==> config.mk <==
export PLATFORM = sky130hd
export DESIGN_NAME = hwpe_tcdm_rr_arbiter
export DESIGN_NICKNAME = d
export VERILOG_FILES = /design/src/rtl/hwpe_tcdm_rr_arbiter.sv
export SDC_FILE = /design/constraint.sdc
export NUM_CORES = 1
export LEC_CHECK = 0
export ABC_AREA = 1
export CAP_MARGIN = 40
export CORE_AREA = 4 4 163 165
export DETAILED_ROUTE_END_ITERATION = 16
export DIE_AREA = 0 0 167 169
export SYNTH_ARGS = -nofsm -noshare
export SYNTH_HDL_FRONTEND = slang
export SYNTH_SLANG_ARGS = --single-unit
==> constraint.sdc <==
create_clock -name clk -period 3 [get_ports clk]
set_input_delay 0.45 -clock clk [delete_from_list [all_inputs] [get_ports clk]]
set_output_delay 0.45 -clock clk [all_outputs]
set_load 0.01 [all_outputs]
==> src/rtl/hwpe_tcdm_rr_arbiter.sv <==
// Round-robin arbiter sharing one TCDM master port among NB_IN HWPE ports, with an in-order tag FIFO for response routing.
// Optional conflict counter (ports clear, perf_conflicts) enabled by defining HWPE_TCDM_ARB_PERF_EN.
module hwpe_tcdm_rr_arbiter #(
   parameter int unsigned NB_IN           = 3,
   parameter int unsigned ADDR_WIDTH      = 32,
   parameter int unsigned DATA_WIDTH      = 32,
   parameter int unsigned MAX_OUTSTANDING = 4
) (
   input  logic                                  clk,
   input  logic                                  rst_n,
`ifdef HWPE_TCDM_ARB_PERF_EN
   input  logic                                  clear,
   output logic [31:0]                           perf_conflicts,
`endif
   input  logic [NB_IN-1:0]                      in_req,
   output logic [NB_IN-1:0]                      in_gnt,
   input  logic [NB_IN-1:0][ADDR_WIDTH-1:0]      in_add,
   input  logic [NB_IN-1:0]                      in_wen,
   input  logic [NB_IN-1:0][DATA_WIDTH/8-1:0]    in_be,
   input  logic [NB_IN-1:0][DATA_WIDTH-1:0]      in_data,
   output logic [NB_IN-1:0][DATA_WIDTH-1:0]      in_r_data,
   output logic [NB_IN-1:0]                      in_r_valid,
   output logic                                  out_req,
   input  logic                                  out_gnt,
   output logic [ADDR_WIDTH-1:0]                 out_add,
   output logic                                  out_wen,
   output logic [DATA_WIDTH/8-1:0]               out_be,
   output logic [DATA_WIDTH-1:0]                 out_data,
   input  logic [DATA_WIDTH-1:0]                 out_r_data,
   input  logic                                  out_r_valid,
   output logic                                  busy,
   output logic                                  err
);

   localparam int unsigned IDX_W = (NB_IN > 1) ? $clog2(NB_IN) : 1;
   localparam int unsigned AW    = (MAX_OUTSTANDING > 1) ? $clog2(MAX_OUTSTANDING) : 1;
   localparam int unsigned CNT_W = $clog2(MAX_OUTSTANDING) + 1;

   logic [IDX_W-1:0] ptr_q, lock_idx_q, winner;
   logic             lock_q, any_req, handshake, full, empty, pop;
   logic [IDX_W-1:0] tag_q [MAX_OUTSTANDING];
   logic [AW-1:0]    rd_ptr_q, wr_ptr_q;
   logic [CNT_W-1:0] count_q;
   logic             err_q;
   logic [IDX_W-1:0] head;

   function automatic logic [AW-1:0] fifo_next(input logic [AW-1:0] p);
      if (int'(p) == MAX_OUTSTANDING - 1) return '0;
      return p + AW'(1);
   endfunction

   assign full  = (count_q == CNT_W'(MAX_OUTSTANDING));
   assign empty = (count_q == '0);
   assign busy  = !empty;
   assign err   = err_q;

   // Winner selection: a locked port keeps the bus; otherwise first requester from ptr upward
   always_comb begin
      any_req = 1'b0;
      winner  = '0;
      if (lock_q) begin
         any_req = in_req[lock_idx_q];
         winner  = lock_idx_q;
      end else begin
         for (int i = NB_IN - 1; i >= 0; i--) begin
            if (in_req[(int'(ptr_q) + i) % NB_IN]) begin
               any_req = 1'b1;
               winner  = IDX_W'((int'(ptr_q) + i) % NB_IN);
            end
         end
      end
   end

   assign out_req   = any_req && !full;
   assign handshake = out_req && out_gnt;
   assign out_add   = in_add[winner];
   assign out_wen   = in_wen[winner];
   assign out_be    = in_be[winner];
   assign out_data  = in_data[winner];

   assign head = tag_q[rd_ptr_q];
   assign pop  = out_r_valid && !empty;

   always_comb begin
      in_gnt     = '0;
      in_r_valid = '0;
      for (int i = 0; i < NB_IN; i++) begin
         in_gnt[i]     = handshake && (winner == IDX_W'(i));
         in_r_valid[i] = pop && (head == IDX_W'(i));
         in_r_data[i]  = out_r_data;
      end
   end

   always_ff @(posedge clk or negedge rst_n) begin
      if (!rst_n) begin
         ptr_q      <= '0;
         lock_q     <= 1'b0;
         lock_idx_q <= '0;
         rd_ptr_q   <= '0;
         wr_ptr_q   <= '0;
         count_q    <= '0;
         err_q      <= 1'b0;
      end else begin
         lock_q     <= out_req && !out_gnt;
         lock_idx_q <= winner;
         if (handshake) begin
            ptr_q    <= (int'(winner) == NB_IN - 1) ? '0 : winner + IDX_W'(1);
            wr_ptr_q <= fifo_next(wr_ptr_q);
         end
         if (pop) rd_ptr_q <= fifo_next(rd_ptr_q);
         if (handshake && !pop)      count_q <= count_q + CNT_W'(1);
         else if (pop && !handshake) count_q <= count_q - CNT_W'(1);
         if (out_r_valid && empty) err_q <= 1'b1;
      end
   end

   // Tag storage holds data only; validity is tracked by the pointers and count
   always_ff @(posedge clk) begin
      if (handshake) tag_q[wr_ptr_q] <= winner;
   end

`ifdef HWPE_TCDM_ARB_PERF_EN
   function automatic logic [31:0] sat_inc(input logic [31:0] v);
      return (v == 32'hFFFF_FFFF) ? v : v + 32'd1;
   endfunction

   function automatic logic multi_req(input logic [NB_IN-1:0] v);
      return |(v & (v - NB_IN'(1)));
   endfunction

   always_ff @(posedge clk or negedge rst_n) begin
      if (!rst_n)                             perf_conflicts <= '0;
      else if (clear)                         perf_conflicts <= '0;
      else if (multi_req(in_req) && !full)    perf_conflicts <= sat_inc(perf_conflicts);
   end
`endif

endmodule

# ---- Yosys cells after proc, flatten, opt, wreduce, memory -nomap -nowiden
# Memories as Yosys holds them, arrays and structs flattened.
# Cells that the tools add are included.
dict set report word_totals {
  wordCells 89
  register_bits 13
  ram_bits 8
  output_inout_bits 174
  inputBits 246
  memories 1
}
# memory depth width rd rd_ports_with_merged_regs write_ports line
set mem_list {}
lappend mem_list {tag_q 4 2 1 0 1 41} ;# logic [IDX_W-1:0] tag_q [MAX_OUTSTANDING];
dict set report classes {
  n_reduce_logical 22
  mux 37
  eq_ne 7
  n_lt_le_gt_ge 5
  div_mod_pow 3
  addsub 7
}
# cell count
set ops {}
lappend ops {{32-bit binary-select mux with 2-bit select} 2}
lappend ops {{32-bit by 3-bit < comparator with 1-bit output, second input constant} 3}
lappend ops {{32-bit by 2-bit remainder unit with 32-bit output, second input constant} 2}
lappend ops {{32-bit two-way mux} 2}
lappend ops {{2-bit by 2-bit remainder unit with 32-bit output, second input constant} 1}
lappend ops {{2-bit two-way mux} 9}
lappend ops {{1-bit two-way mux} 15}
lappend ops {{1-bit logical AND} 13}
lappend ops {{1-bit binary-select mux with 2-bit select} 5}
lappend ops {{4-bit binary-select mux with 2-bit select} 1}
lappend ops {{2-bit == test, second input constant} 4}
lappend ops {{2-bit by 1-bit adder with 2-bit output, second input constant} 3}
lappend ops {{2-bit by 3-bit < comparator with 1-bit output, second input constant} 2}
lappend ops {{3-bit two-way mux} 2}
lappend ops {{1-bit zero test} 5}
lappend ops {{2-bit by 1-bit == test with 1-bit output, second input constant} 2}
lappend ops {{2-bit zero test} 2}
lappend ops {{4-bit two-way mux} 1}
lappend ops {{2-bit by 1-bit adder with 3-bit output, second input constant} 1}
lappend ops {{2-bit by 2-bit adder with 3-bit output, second input constant} 1}
lappend ops {{3-bit by 1-bit adder with 3-bit output, second input constant} 1}
lappend ops {{3-bit == test, second input constant} 1}
lappend ops {{3-bit zero test} 1}
lappend ops {{3-bit by 1-bit subtractor with 3-bit output, second input constant} 1}
lappend ops {{2-bit nonzero test} 1}

# ---- Longest topological paths before layout
dict set report logic_depth {
  depth_word 14
  mapped_depth 17
  ltp_nobuf 17
}

# ---- Least setup slack after synthesis
# Ideal clock, no wire load.
dict set report synth_timing {
  path_kind {register to register}
  start {register ptr_q[0]}
  end {register count_q[2]}
  arrival_ps 2322
  synth_period_minus_slack_ps 2453
  setup_time_ps 131
  stages_incl_launch_ff 16
  required_time_ps 2869
  n_path_buf 0
  setup_slack_ps 547
  path_cell_list {dfrtp_1 > inv_1 > ha_1 > inv_2 > nand3_1 > nand3_1 > nor2_1 > nor2_2 > nand2_2 > inv_2 > ha_1 > inv_1 > fa_1 > a21oi_1 > o21ai_0 > xor2_1}
}
dict set report synth_between {
  elab_chain_len 13
  elab_cells_between_ends 22
  cone_classes {2 x add/sub; 3 x div; 11 x mux; 6 x reduce/logical}
}
# element line
set synth_rtl {}
lappend synth_rtl {{start, declared} 39} ;# logic [IDX_W-1:0] ptr_q, lock_idx_q, winner;
lappend synth_rtl {{start signal, assigned} 107} ;# ptr_q <= (int'(winner) == NB_IN - 1) ? '0 : winner + IDX_W'(1);
lappend synth_rtl {{2-bit by 2-bit adder with 3-bit output} 66} ;# if (in_req[(int'(ptr_q) + i) % NB_IN]) begin
lappend synth_rtl {{32-bit by 2-bit remainder unit with 32-bit output} 66}
lappend synth_rtl {{1-bit binary-select mux with 2-bit select} 66}
lappend synth_rtl {{1-bit two-way mux (implied by the code)} 66}
lappend synth_rtl {{1-bit two-way mux (2 in series)} 66}
lappend synth_rtl {{1-bit two-way mux *} 66}
lappend synth_rtl {{1-bit two-way mux *} 61} ;# if (lock_q) begin
lappend synth_rtl {{1-bit logical AND *} 74} ;# assign out_req = any_req && !full;
lappend synth_rtl {{named net out_req} 23} ;# output logic out_req,
lappend synth_rtl {{1-bit logical AND *} 75} ;# assign handshake = out_req && out_gnt;
lappend synth_rtl {{named net handshake} 40} ;# logic lock_q, any_req, handshake, full, empty, pop;
lappend synth_rtl {{1-bit zero test} 112} ;# else if (pop && !handshake) count_q <= count_q - CNT_W'(1);
lappend synth_rtl {{1-bit logical AND} 112}
lappend synth_rtl {{2-bit nonzero test (no source line)} --}
lappend synth_rtl {{end signal, assigned} 111} ;# if (handshake && !pop) count_q <= count_q + CNT_W'(1);
lappend synth_rtl {{end signal, assigned} 112}
lappend synth_rtl {{end, declared} 43} ;# logic [CNT_W-1:0] count_q;
# The timed path passes the listed nets; every way through them passes the cells marked *. The select of a mux whose other input is x is not followed.
# A chain may end at the register's enable or synchronous reset.

# ---- Final worst setup path
dict set report layout_timing {
  start {register ptr_q[1]}
  end {output out_add[1]}
}
dict set report layout_between {
  elab_chain_len 10
  elab_cells_between_ends 17
  cone_classes {2 x add/sub; 3 x div; 12 x mux}
}
# element line
set layout_rtl {}
lappend layout_rtl {{2-bit by 2-bit adder with 3-bit output} {66, 68}}
lappend layout_rtl {{32-bit by 2-bit remainder unit with 32-bit output} {66, 68}}
lappend layout_rtl {{1-bit binary-select mux with 2-bit select} 66}
lappend layout_rtl {{1-bit two-way mux (implied by the code)} 66}
lappend layout_rtl {{2-bit two-way mux (2 in series)} 66}
lappend layout_rtl {{2-bit two-way mux *} 66}
lappend layout_rtl {{2-bit two-way mux *} 61}
lappend layout_rtl {{32-bit binary-select mux with 2-bit select *} 76} ;# assign out_add = in_add[winner];
lappend layout_rtl {{32-bit two-way mux (implied by the code) *} 76}
lappend layout_rtl {{end, declared} 25} ;# output logic [ADDR_WIDTH-1:0] out_add,
# Mark *: on every way between the ends. The rest lies on a longest branch, timed or not. The select of a mux whose other input is x is not followed.

==> out/results.ini <==
[clocking]
cts_made_buffers = 3
cts_tree = built
numClockSinks = 21
cts-root-buf = clkbuf_16
clk_path_buf_depth = 2
clk_latency_ns = 0.25
hold_buffers = 0
cts.clk_slew.worst_paths_ns = 0.05
h-tree-depth = 1

[die]
die_w_um = 167
fp.dieH_um = 169
rows = 58
floorplan.initialDensity = 0.186
io_pins = 420
core_um2 = 25000
dieArea_um2 = 28200

[yosys]
synth_simple_gate_area_frac = 0.531
yosys_warnings = 0
synth_top_family_by_area = simple AND/OR/NAND/NOR gates
syn_area_um2 = 4650
synthMuxAreaShare = 0.00242
synth_compound_area_frac = 0.0240
yosys.cell_types.count = 33
syn_avg_cell_area_um2 = 8.06
ys_seq_area_frac = 0.122
syn_inst = 577
synth_fp_nets = 832
synth_seq_cells = 21
synth_xor_area_frac = 0.00377
synthAdderAreaFrac = 0.0258

[finish]
area_delta_synth_final_pct = 68.4
final_area_um2 = 7830
multi_input_area_um2 = 2780
fill_cells = 2675
regArea_um2 = 566
drive_above_1_share = 0.340
post-route-util = 0.313
antenna_cells = 0
final_net_count = 1060

[placement]
hpwl_um = 14000
placed_area_um2 = 7250
port_buffers = 291
place.gp.congestion = 0.836

[outcome]
status = finished clean

[drt]
wire_per_inst_um = 17.0
vias = 5007
drc = 0
first_iter_violations = 161
drtPass1Iterations = 4
via_per_inst = 4.42
ant_nets = 0
postRouteWirelength_um = 19300

[sta]
layout_min_cycle_time_ns = 2.95
min_period_over_period = 0.984
finalSetupViolCount = 0
tightest_slew_ns = 0.573
fin_tns_setup_ns = 0
hold_viol = 0
fmaxAchievable_mhz = 339
rsz0062_at_grt = yes
fin_skew_ns = 0.00174
final_max_slew_viol_count = 0
relSlewSlack = 0.616

[grt]
overflow = 0
grt_max_degree = 36
antenna_found_initial = 0
grt_first_pass_wirelength_um = 28400
globalRouteTotalUtil = 0.125
grt_pass1_vias = 5162

[pwr]
power.share.sequential = 0.049
p_clk_frac = 0.026
power_frac_comb = 0.925
power.net_switching_uw = 5250
power_uw = 10800
p_int_uw = 5540
power_density_nw_per_um2 = 1380
p_leak_uw = 0.00349
peakVddDrop_mv = 0.534
p_sw_frac = 0.487

[worst_setup_path]
arrival_ns = 2.50
cp_top_family = buffers and inverters
cp.required_ns = 2.55
critPathBufInv = 4
setup.worst_path.class = reg2out
crit_path_top_delay_cell = dfrtp_1
worstSetupEndpointType = output pin
cp_slowest_stage_delay_ns = 0.41
critPathMaxFanout = 9
path_cells = ha_4 -> nand2_1 -> nand3_4 -> nand2_1 -> nand2_1 -> nand3_2 -> nand2_4 -> nand2_8 -> buf_12 -> buf_4 -> bufbuf_16 -> nand3_2 -> nand3_2 -> dlygate4sd2_1
startpoint_type = flip-flop

[job]
maxCapViolCount = 0

[worst_hold_path]
hold_path_class = reg2reg

==> layout make-up <==
class | instances | area share
clock buffers | 3 | 0.00959
clock inverters | 1 | 0.000639
inverters | 31 | 0.0152
multi-input cells | 377 | 0.355
flip-flops and latches | 21 | 0.0722
well taps | 330 | 0.0527
repair buffers | 371 | 0.495
==> repair_timing <==
item | 4_1_cts | 5_1_grt
setup endpoints to repair | 72 | 52
buffers inserted | 15 | 10
resized for setup | 85 | 85
hold endpoints to repair | 0 | 0
pin swaps | 4 | 1
cloned | 9 | 0
==> synthesized netlist by cell type, drive strengths merged <==
cell type | number | area, um^2
xor2 | 1 | 8.76
nand2 | 42 | 193
nor2 | 14 | 55.1
inv | 31 | 116
nand4 | 69 | 432
fa | 1 | 20.0
mux2 | 1 | 11.3
clkbuf | 7 | 26.3
buf | 141 | 1210
edfxtp | 8 | 240
o31ai | 1 | 7.51
a21oi | 4 | 31.3
xnor2 | 1 | 8.76
o21ai | 9 | 45.0
a32oi | 1 | 8.76
a32o | 1 | 10.0
ha | 8 | 100
nor3 | 4 | 25.0
dfrtp | 13 | 325
nand3 | 219 | 1760
a31o | 1 | 8.76
==> cell families (layout without fill, tap and decap cells) <==
family / count (synthesis) / after routing
DFF: 21 / 21
and+or+nand+nor: 348 / 348
buffers and inverters: 179 / 406
muxes: 1 / 1
adders and majority gates: 9 / 9
AOI/OAI and AO/OA: 17 / 17
xor gates and xnor gates: 2 / 2
==> per-stage QoR <==
stage	cells	setup slack, ns	hold slack [ns]
floorplan	577	0.547	0.154
global placement	1096	-0.186	0.457
detailed placement	1096	-0.197	0.468
CTS	1124	-0.118	0.480
global route	1134	-0.0355	0.505
finish	1134	0.0494	0.474
==> worst paths after layout <==
path	from	end	slack [ns]	depth (start not counted)
setup / recovery	ptr_q[1]	out_add[1]	0.05	14
hold / removal	err	err	0.47	1
setup reg to reg	ptr_q[1]	count_q[1]	0.41	13
hold reg to reg	err	err	0.47	1
max in group asynchronous	rst_n	lock_idx_q[1]	2.06	1
min in group asynchronous	rst_n	err	0.56	1
==> flip-flops by register name, indices dropped and copies added (netlist names) <==
register    cells
tag_q           8
err             1
wr_ptr_q        2
count_q         3
rd_ptr_q        2
lock_idx_q      2
lock_q          1
ptr_q           2
==> power groups by stage <==
| stage | sequential (uW) | combinational [uW] | clock, uW |
|---|---|---|---|
| 4_1_cts | 538 | 10000 | 282 |
| 6_report | 534 | 9980 | 276 |
| 3_5_place_dp | 541 | 8920 | 0 |
| 5_1_grt | 553 | 10800 | 294 |
| 2_1_floorplan | 524 | 5590 | 0 |
| 3_3_place_gp | 537 | 8880 | 0 |
==> routing by layer <==
metal | vias to the layer above | part of all wire | routed length, um | track usage
met2 | 209 | 0.50 | 9640 | 0.225
li1 | 2420 | - | - | -
met1 | 2350 | 0.41 | 7920 | 0.153
met3 | 28 | 0.071 | 1370 | 0.0252
met5 | - | 0 | 0 | 0
met4 | 0 | 0.018 | 342 | 0.0313
==> placed cells by master (no fill, tap or decap), types with 15 or more instances in the layout <==
master / n
buf_12: 15
inv_1: 20
clkdlybuf4s50_1: 216
nand3_2: 134
nand3_1: 84
buf_4: 46
dlygate4sd2_1: 24
clkbuf_2: 28
nand2_1: 34
nand4_1: 69
No activity file was read; power rests on OpenSTA's default activity.
